### config.mk
export PLATFORM = sky130hd
export DESIGN_NAME = seg_scan_mux_flat
export DESIGN_NICKNAME = d
export VERILOG_FILES = /design/src/rtl/seg_scan_if.sv /design/src/rtl/seg_scan_mux.sv /design/src/flat_wrapper.sv
export SDC_FILE = /design/constraint.sdc
export NUM_CORES = 1
export LEC_CHECK = 0
export ABC_CLOCK_PERIOD_IN_PS = 2300
export CAP_MARGIN = 40
export CORE_MARGIN = 1.5
export CORE_UTILIZATION = 54
export CTS_BUF_LIST = sky130_fd_sc_hd__clkbuf_8
export CTS_CLUSTER_DIAMETER = 60
export DETAILED_ROUTE_END_ITERATION = 7
export PLACE_DENSITY = 0.85
export SYNTH_ARGS = -nofsm -noshare
export SYNTH_HDL_FRONTEND = slang
export SYNTH_SLANG_ARGS = --single-unit
### constraint.sdc
create_clock -name clk -period 2.3 [get_ports clk]
set_input_delay 0.23 -clock clk [delete_from_list [all_inputs] [get_ports clk]]
set_output_delay 0.23 -clock clk [all_outputs]
set_load 0.01 [all_outputs]
### src/rtl/seg_scan_if.sv
// seg_scan_if: bundle of the data, control and display signals of the
// multiplexed 7-segment driver.
//   master : the side that supplies values and display controls (vending FSM / bench)
//   slave  : the display driver itself
// Signals
//   val      NUM_CH*VAL_W  binary values, channel c = val[c*VAL_W +: VAL_W]
//   load     1             one-cycle strobe: snapshot val and convert
//   ch_en    NUM_CH        per-channel visibility
//   blink    NUM_CH        per-channel blink request
//   seg_en   1             global display enable
//   busy     1             conversion in progress
//   done     1             one-cycle pulse on commit of new digits
//   seg_out  8             segments {dp,g,f,e,d,c,b,a}, active high
//   dig_out  2*NUM_CH      one-hot digit select, active high
interface seg_scan_if #(
  parameter int NUM_CH = 4,
  parameter int VAL_W  = 7
) ();
  logic [NUM_CH*VAL_W-1:0] val;
  logic                    load;
  logic [NUM_CH-1:0]       ch_en;
  logic [NUM_CH-1:0]       blink;
  logic                    seg_en;
  logic                    busy;
  logic                    done;
  logic [7:0]              seg_out;
  logic [2*NUM_CH-1:0]     dig_out;

  modport master (
    output val, load, ch_en, blink, seg_en,
    input  busy, done, seg_out, dig_out
  );

  modport slave (
    input  val, load, ch_en, blink, seg_en,
    output busy, done, seg_out, dig_out
  );
endinterface

### src/rtl/seg_scan_mux.sv
// seg_scan_mux: multiplexed 7-segment driver for the vending machine display.
// Holds NUM_CH two-digit decimal fields. On a load strobe all channel values are
// snapshotted and converted one after the other by a single sequential
// double-dabble engine (one add-3/shift step per cycle); the new digits of all
// channels are committed together. A free-running prescaler scans the digits onto
// one-hot digit selects, with per-channel enable, blink, leading-zero blanking and
// an overflow marker ("-" for values >= 100).
// Ports
//   clk  : system clock
//   rst  : synchronous reset, active high
//   bus  : seg_scan_if.slave (val, load, ch_en, blink, seg_en in;
//          busy, done, seg_out, dig_out out -- all outputs registered)
module seg_scan_mux #(
  parameter int NUM_CH    = 4,
  parameter int VAL_W     = 7,
  parameter int SCAN_DIV  = 50000,
  parameter int BLINK_DIV = 64,
  parameter int LZ_BLANK  = 1
) (
  input  logic        clk,
  input  logic        rst,
  seg_scan_if.slave   bus
);

  localparam int NUM_DIG = 2 * NUM_CH;
  localparam int DIG_W   = 8;
  localparam int CH_W    = (NUM_CH > 1) ? $clog2(NUM_CH) : 1;
  localparam int STEP_W  = $clog2(VAL_W);
  // At least two index bits so the channel part idx[IDX_W-1:1] is never empty.
  localparam int IDX_W   = (NUM_CH > 1) ? $clog2(NUM_DIG) : 2;
  localparam int PRE_W   = $clog2(SCAN_DIV);
  localparam int FRM_W   = $clog2(BLINK_DIV + 1);

  typedef enum logic [0:0] {
    S_IDLE = 1'b0,
    S_CONV = 1'b1
  } state_e;

  // Double-dabble correction: a BCD nibble of 5 or more gets 3 added before the shift.
  function automatic logic [3:0] add3(input logic [3:0] n);
    return (n >= 4'd5) ? (n + 4'd3) : n;
  endfunction

  // Digit code to segment pattern {dp,g,f,e,d,c,b,a}; code F is the overflow dash.
  function automatic logic [7:0] seg_decode(input logic [3:0] code);
    logic [7:0] s;
    case (code)
      4'h0:    s = 8'h3F;
      4'h1:    s = 8'h06;
      4'h2:    s = 8'h5B;
      4'h3:    s = 8'h4F;
      4'h4:    s = 8'h66;
      4'h5:    s = 8'h6D;
      4'h6:    s = 8'h7D;
      4'h7:    s = 8'h27;
      4'h8:    s = 8'h7F;
      4'h9:    s = 8'h67;
      4'hF:    s = 8'h40;
      default: s = 8'h00;
    endcase
    return s;
  endfunction

  // Conversion state
  state_e                      state_q, state_d;
  logic                        busy_q, busy_d;
  logic                        done_q, done_d;
  logic [NUM_CH*VAL_W-1:0]     shadow_q, shadow_d;
  logic [CH_W-1:0]             ch_q, ch_d;
  logic [STEP_W-1:0]           step_q, step_d;
  logic [VAL_W-1:0]            bin_q, bin_d;
  logic [7:0]                  bcd_q, bcd_d;
  // pend holds finished channels of the running conversion; dig is what is displayed.
  logic [NUM_CH*DIG_W-1:0]     pend_q, pend_d;
  logic [NUM_CH*DIG_W-1:0]     dig_q, dig_d;

  // Scan state
  logic [PRE_W-1:0]            presc_q, presc_d;
  logic [IDX_W-1:0]            idx_q, idx_d;
  logic [FRM_W-1:0]            frame_q, frame_d;
  logic                        phase_q, phase_d;
  logic [7:0]                  seg_q, seg_d;
  logic [NUM_DIG-1:0]          digo_q, digo_d;

  // Combinational helpers
  logic [7:0]                  bcd_adj_s;
  logic [8+VAL_W-1:0]          shifted_s;
  logic [VAL_W-1:0]            cur_val_s;
  logic [7:0]                  conv_res_s;
  logic [CH_W-1:0]             ch_next_s;
  logic [IDX_W-2:0]            slot_ch_s;
  logic                        sel_en_s;
  logic                        sel_blink_s;
  logic [7:0]                  sel_dig_s;
  logic                        is_tens_s;
  logic [3:0]                  code_s;
  logic                        dark_s;

  // Conversion FSM: one add-3/shift step per cycle, channel by channel, atomic commit.
  always_comb begin
    state_d    = state_q;
    busy_d     = 1'b0;
    done_d     = 1'b0;
    shadow_d   = shadow_q;
    ch_d       = ch_q;
    step_d     = step_q;
    bin_d      = bin_q;
    bcd_d      = bcd_q;
    pend_d     = pend_q;
    dig_d      = dig_q;

    bcd_adj_s  = {add3(bcd_q[7:4]), add3(bcd_q[3:0])};
    shifted_s  = {bcd_adj_s, bin_q} << 1;
    cur_val_s  = shadow_q[int'(ch_q)*VAL_W +: VAL_W];
    // Overflow is decided from the binary value; the BCD path only covers 0..99.
    conv_res_s = (8'(cur_val_s) >= 8'd100) ? 8'hFF : shifted_s[8+VAL_W-1:VAL_W];
    ch_next_s  = ch_q + CH_W'(1);

    case (state_q)
      S_IDLE: begin
        if (bus.load) begin
          shadow_d = bus.val;
          ch_d     = '0;
          step_d   = '0;
          bcd_d    = 8'h00;
          bin_d    = bus.val[VAL_W-1:0];
          busy_d   = 1'b1;
          state_d  = S_CONV;
        end else begin
          state_d  = S_IDLE;
        end
      end
      S_CONV: begin
        if (step_q == STEP_W'(VAL_W - 1)) begin
          pend_d[int'(ch_q)*DIG_W +: DIG_W] = conv_res_s;
          if (ch_q == CH_W'(NUM_CH - 1)) begin
            dig_d   = pend_d;
            done_d  = 1'b1;
            state_d = S_IDLE;
          end else begin
            ch_d    = ch_next_s;
            step_d  = '0;
            bcd_d   = 8'h00;
            bin_d   = shadow_q[int'(ch_next_s)*VAL_W +: VAL_W];
            busy_d  = 1'b1;
          end
        end else begin
          step_d = step_q + STEP_W'(1);
          bcd_d  = shifted_s[8+VAL_W-1:VAL_W];
          bin_d  = shifted_s[VAL_W-1:0];
          busy_d = 1'b1;
        end
      end
      default: begin
        state_d = S_IDLE;
      end
    endcase
  end

  // Scan timing: prescaler -> digit index -> frame count -> blink phase.
  always_comb begin
    presc_d = presc_q;
    idx_d   = idx_q;
    frame_d = frame_q;
    phase_d = phase_q;
    if (presc_q == PRE_W'(SCAN_DIV - 1)) begin
      presc_d = '0;
      if (idx_q == IDX_W'(NUM_DIG - 1)) begin
        idx_d = '0;
        if (frame_q == FRM_W'(BLINK_DIV - 1)) begin
          frame_d = '0;
          phase_d = ~phase_q;
        end else begin
          frame_d = frame_q + FRM_W'(1);
        end
      end else begin
        idx_d = idx_q + IDX_W'(1);
      end
    end else begin
      presc_d = presc_q + PRE_W'(1);
    end
  end

  // Display output for the current slot; registered so pins change one cycle later.
  always_comb begin
    slot_ch_s   = idx_q[IDX_W-1:1];
    sel_en_s    = bus.ch_en[slot_ch_s];
    sel_blink_s = bus.blink[slot_ch_s];
    sel_dig_s   = dig_q[int'(slot_ch_s)*DIG_W +: DIG_W];
    is_tens_s   = ~idx_q[0];
    code_s      = is_tens_s ? sel_dig_s[7:4] : sel_dig_s[3:0];
    dark_s      = ~bus.seg_en | ~sel_en_s | (sel_blink_s & phase_q);
    seg_d       = 8'h00;
    digo_d      = '0;
    if (dark_s) begin
      seg_d  = 8'h00;
      digo_d = '0;
    end else begin
      digo_d = {{(NUM_DIG-1){1'b0}}, 1'b1} << idx_q;
      // A blanked leading zero keeps its digit select so the scan duty stays even.
      if ((LZ_BLANK != 0) && is_tens_s && (code_s == 4'h0)) begin
        seg_d = 8'h00;
      end else begin
        seg_d = seg_decode(code_s);
      end
    end
  end

  // State registers with synchronous reset.
  always_ff @(posedge clk) begin
    if (rst) begin
      state_q  <= S_IDLE;
      busy_q   <= 1'b0;
      done_q   <= 1'b0;
      shadow_q <= '0;
      ch_q     <= '0;
      step_q   <= '0;
      bin_q    <= '0;
      bcd_q    <= 8'h00;
      pend_q   <= '0;
      dig_q    <= '0;
      presc_q  <= '0;
      idx_q    <= '0;
      frame_q  <= '0;
      phase_q  <= 1'b0;
      seg_q    <= 8'h00;
      digo_q   <= '0;
    end else begin
      state_q  <= state_d;
      busy_q   <= busy_d;
      done_q   <= done_d;
      shadow_q <= shadow_d;
      ch_q     <= ch_d;
      step_q   <= step_d;
      bin_q    <= bin_d;
      bcd_q    <= bcd_d;
      pend_q   <= pend_d;
      dig_q    <= dig_d;
      presc_q  <= presc_d;
      idx_q    <= idx_d;
      frame_q  <= frame_d;
      phase_q  <= phase_d;
      seg_q    <= seg_d;
      digo_q   <= digo_d;
    end
  end

  assign bus.busy    = busy_q;
  assign bus.done    = done_q;
  assign bus.seg_out = seg_q;
  assign bus.dig_out = digo_q;

endmodule

### src/flat_wrapper.sv
// flat-port wrapper written by rule: the top's interface ports become plain ports
module seg_scan_mux_flat 
#(
  parameter int NUM_CH    = 4,
  parameter int VAL_W     = 7,
  parameter int SCAN_DIV  = 50000,
  parameter int BLINK_DIV = 64,
  parameter int LZ_BLANK  = 1
)
  (clk, rst, bus_val, bus_load, bus_ch_en, bus_blink, bus_seg_en, bus_busy, bus_done, bus_seg_out, bus_dig_out);
  seg_scan_if #(.NUM_CH(NUM_CH), .VAL_W(VAL_W)) bus_i ();
  input  logic clk;
  input  logic rst;
  input wire logic [$bits(bus_i.val)-1:0] bus_val;
  input wire logic [$bits(bus_i.load)-1:0] bus_load;
  input wire logic [$bits(bus_i.ch_en)-1:0] bus_ch_en;
  input wire logic [$bits(bus_i.blink)-1:0] bus_blink;
  input wire logic [$bits(bus_i.seg_en)-1:0] bus_seg_en;
  output wire logic [$bits(bus_i.busy)-1:0] bus_busy;
  output wire logic [$bits(bus_i.done)-1:0] bus_done;
  output wire logic [$bits(bus_i.seg_out)-1:0] bus_seg_out;
  output wire logic [$bits(bus_i.dig_out)-1:0] bus_dig_out;
  assign bus_i.val = bus_val;
  assign bus_i.load = bus_load;
  assign bus_i.ch_en = bus_ch_en;
  assign bus_i.blink = bus_blink;
  assign bus_i.seg_en = bus_seg_en;
  assign bus_busy = bus_i.busy;
  assign bus_done = bus_i.done;
  assign bus_seg_out = bus_i.seg_out;
  assign bus_dig_out = bus_i.dig_out;
  seg_scan_mux #(.NUM_CH(NUM_CH), .VAL_W(VAL_W), .SCAN_DIV(SCAN_DIV), .BLINK_DIV(BLINK_DIV), .LZ_BLANK(LZ_BLANK)) u_core (.clk(clk), .rst(rst), .bus(bus_i));
endmodule
==> flow_metrics.tcl <==
set metrics [dict create \
    grt_busiest_layer "met2" \
    clock-root-buffer "sky130_fd_sc_hd__clkbuf_8" \
    vias 6105 \
    drt_first_pass_iters 5 \
    synth_largest_type_area_fraction 0.444 \
    layout-area-overhead-vs-synth_pct 17.9 \
    timing_worst_setup_path_type "flop to flop" \
    totalNegativeSetupSlack_ns 0 \
    p_sw_mw 1.18 \
    via_count_of_the_first_global_routing_pass 5724 \
    global_route.usage.met1 0.310 \
    achievable_freq_mhz 470 \
    layout-drive-gt1-share 0.117 \
    detail_route.drc_violations 0 \
    die_area_sq_um 13700 \
    combined_area_of_the_multi_input_logic_cells_sq_um 3650 \
    maximum_vdd_ir_drop_uv 333 \
    syn_std_cell_area_sq_um 7030 \
    worst_r2r_endpoint "u_core.dig_q[23]" \
    tritoncts_num_sinks 156 \
    path_clk_slew_ns 0.08 \
    drt-initial-drc-count 570 \
    grt_first_pass_wirelength_mm 26.9 \
    worst_clock_skew_ns 0.0107 \
    min_path_type "input port to flop" \
    grt_util_met2 0.416 \
    post_layout_nets 917 \
    holdWs_ns 0.303 \
    max_slew.worst_pin.slew_ns 0.818 \
    timing.reg2reg.setup_slack_ns 0.17 \
    synth.avg_cell_area_sq_um 8.92 \
    worst-endpoint-arrival_ns 2.46 \
    synth_area_leaders "sky130_fd_sc_hd__dfxtp_1 (44%), sky130_fd_sc_hd__a21oi_1 (5.6%), sky130_fd_sc_hd__nand2_1 (5.5%)" \
    syn_inst_count 788 \
    yosys_most_used_dff "sky130_fd_sc_hd__dfxtp_1" \
    number_of_antenna_violating_nets_in_the_routed_design 0 \
    hold_violations 0 \
    yosys.area.top_type "sky130_fd_sc_hd__dfxtp_1" \
    ys_ff_latch 156 \
    grtUsageTotal 0.252 \
    cap_violations 0 \
    port_buffers 56 \
    n_fill_cell 1029 \
    vias_per_cell 5.89 \
    n_antenna_cell 0 \
    rsz0062_at_grt "no" \
    finalInstanceArea_sq_um 8280 \
    switching_share 0.230 \
    drt-wirelength-per-cell_microns 15.7 \
    grt.met3_usage 0.0505 \
    power.static_leakage_nw 3.05 \
    timing.final.crit_share 0.925 \
    hold-path-endpoint "u_core.presc_q[5]" \
    antenna_found_initial 0 \
    setup_viol 0 \
    run_status "completed" \
    dp_worst_setup_slack_ns 0.0880 \
    post_synthesis_sequential_area_ratio 0.444 \
    p_int_mw 3.97 \
    synth_edf_count 0 \
    worst-r2r-cell-count 7 \
    cp_max_fo 4 \
    min-delay-start "rst" \
    core_region_area_sq_um 12700 \
    ctsHoldBuffers 0 \
    grt.overflow.total 0 \
    boundaryPins 58 \
    clockBufferDepth 2 \
    hpwl_mm 11.4 \
    timing_max_transition_violations_final 0 \
    critPathCaptureType "flop" \
    finalWorstPathRequiredPeriod_ns 2.13 \
    power-per-cell-area_nw_per_um2 622 \
    clock_insertion_delay_worst_skew_ns 0.46 \
    cts_tree "yes" \
    seqCellArea_sq_um 3120 \
    mappedNetlistNets 852 \
    regToRegStartpoint "u_core.bcd_q[4]" \
    floorplan.die.height_microns 117 \
    die_w_microns 117 \
    cell_row_count 41 \
    initial_utilization 0.555 \
    worst_setup_path_start_kind "flop" \
    pin_count_of_the_biggest_net_entering_global_routing 97 \
    gp_congestion 0.881 \
    dpl-instance-area_sq_um 7880 \
    worst-endpoint-required_ns 2.64 \
    slew_headroom 0.454 \
    comb_power_share 0.057 \
    ys_async_sr_fraction 0 \
    totalWireLength_mm 16.3 \
    synth_cell_types 67 \
    number_of_cells_traversed_by_the_worst_hold_path 3 \
    cts-htree-levels 4 \
    yosysWarnings 0 \
    power.share.clock 0.402 \
    seqPwrFrac 0.541 \
    cts-buffers-inserted 17 \
    slack_of_the_critical_path_ns 0.173 \
]
worst max-delay path: stages, from the launching register on:
cell	delay [ns]
sky130_fd_sc_hd__dfxtp_1	0.40
sky130_fd_sc_hd__inv_1	0.06
sky130_fd_sc_hd__ha_1	0.22
sky130_fd_sc_hd__and2_1	0.17
sky130_fd_sc_hd__a21oi_1	0.28
sky130_fd_sc_hd__o211ai_1	0.28
sky130_fd_sc_hd__a221oi_1	0.49
sky130_fd_sc_hd__nor3_1	0.10
through the flow:
stage | cells | power (mW) | util
after detailed placement | 1006 | 3.14 | 0.622
after CTS | 1036 | 5.17 | 0.653
final | 1036 | 5.15 | 0.654
after global routing | 1036 | 5.35 | 0.654
after floorplan | 788 | 3.00 | -
after global placement | 1006 | 3.13 | 0.622
cell usage after synthesis, types with 13 or more instances:
library cell,n
sky130_fd_sc_hd__a211oi_1,28
sky130_fd_sc_hd__ha_1,24
sky130_fd_sc_hd__nand2_1,103
sky130_fd_sc_hd__mux4_2,15
sky130_fd_sc_hd__and3_1,13
sky130_fd_sc_hd__dfxtp_1,156
sky130_fd_sc_hd__inv_1,15
sky130_fd_sc_hd__o21ai_0,56
sky130_fd_sc_hd__clkbuf_1,28
sky130_fd_sc_hd__a21oi_1,78
sky130_fd_sc_hd__nor2_1,85
cells in the final DEF, fill, tap and decap left out, drive strengths merged, types with 4 or more instances in the layout:
cell / n
dfxtp: 156
nand2: 103
nor2: 85
a21oi: 79
o21ai: 57
clkdlybuf4s50: 55
buf: 33
a211oi: 28
ha: 24
clkbuf: 18
inv: 16
mux4: 15
nor3: 14
and3: 13
nand3: 12
a22o: 12
and2: 10
xnor2: 10
xor2: 10
a22oi: 9
a221oi: 9
mux2i: 8
clkinv: 8
nand4: 7
or3: 6
nand2b: 5
mux2: 5
nor3b: 4
clkinvlp: 4
nor2b: 4
power by group through the flow:
stage               clock (mW)  sequential (mW)  combinational [mW]
finish                    2.07             2.79               0.295
global route              2.23             2.79               0.327
CTS                       2.10             2.78               0.293
detailed placement           0             2.85               0.291
global placement             0             2.85               0.285
floorplan                    0             2.84               0.168
routing by layer:
| layer | up-vias | share of wire |
|---|---|---|
| met1 | 2830 | 0.42 |
| li1 | 2949 | - |
| met3 | 60 | 0.067 |
| met2 | 266 | 0.48 |
| met5 | - | 0 |
| met4 | 0 | 0.036 |
cells by family (layout without fill, tap and decap cells):
family                     count (synthesis)  count (layout)  share of synthesized area
xor gates and xnor gates                  20              20                     0.0249
muxes                                     28              28                     0.0703
other                                      1               1                   0.000534
AOI/OAI and AO/OA                        217             217                      0.193
and+or+nand+nor                          281             281                      0.187
adders and majority gates                 24              24                     0.0427
buffers and inverters                     61             137                     0.0377
DFF                                      156             156                      0.444
cell type report:
class	instances	area share
Clock buffer	18	0.0299
Clock inverter	12	0.0180
Inverter	19	0.00861
Multi-Input combinational cell	571	0.441
Sequential cell	156	0.377
Tap cell	172	0.0260
Timing Repair Buffer	88	0.0991
state kept, by name (all words and copies together) (netlist names):
register and count:
u_core.phase_q 1, u_core.bus.seg_out 7, u_core.bus.dig_out 8, u_core.frame_q 7, u_core.pend_q 32, u_core.ch_q 2
u_core.shadow_q 28, u_core.dig_q 32, u_core.presc_q 16, u_core.bin_q 7, u_core.idx_q 3, u_core.bcd_q 8
u_core.step_q 3, u_core.bus.done 1, u_core.state_q 1
worst max path at each step:
stage          depth (start not counted)  slack, ns                    end             from
6_report                               7       0.17       u_core.dig_q[23]  u_core.bcd_q[4]
5_1_grt                                7      0.005  u_core.bus.seg_out[1]  u_core.idx_q[0]
4_1_cts                                6       0.07  u_core.bus.seg_out[6]  u_core.idx_q[1]
3_5_place_dp                           6       0.09  u_core.bus.seg_out[6]  u_core.idx_q[1]
3_3_place_gp                           6       0.18  u_core.bus.seg_out[6]  u_core.idx_q[1]
2_1_floorplan                          8       0.03  u_core.bus.seg_out[6]  u_core.idx_q[1]
what timing repair did:
action | 4_1_cts | 5_1_grt
gates resized for setup | 0 | 2
setup endpoints to repair | 0 | 12
buffers inserted | 0 | 0
hold endpoints to repair | 0 | 0
(Power assumes the default switching activity.)
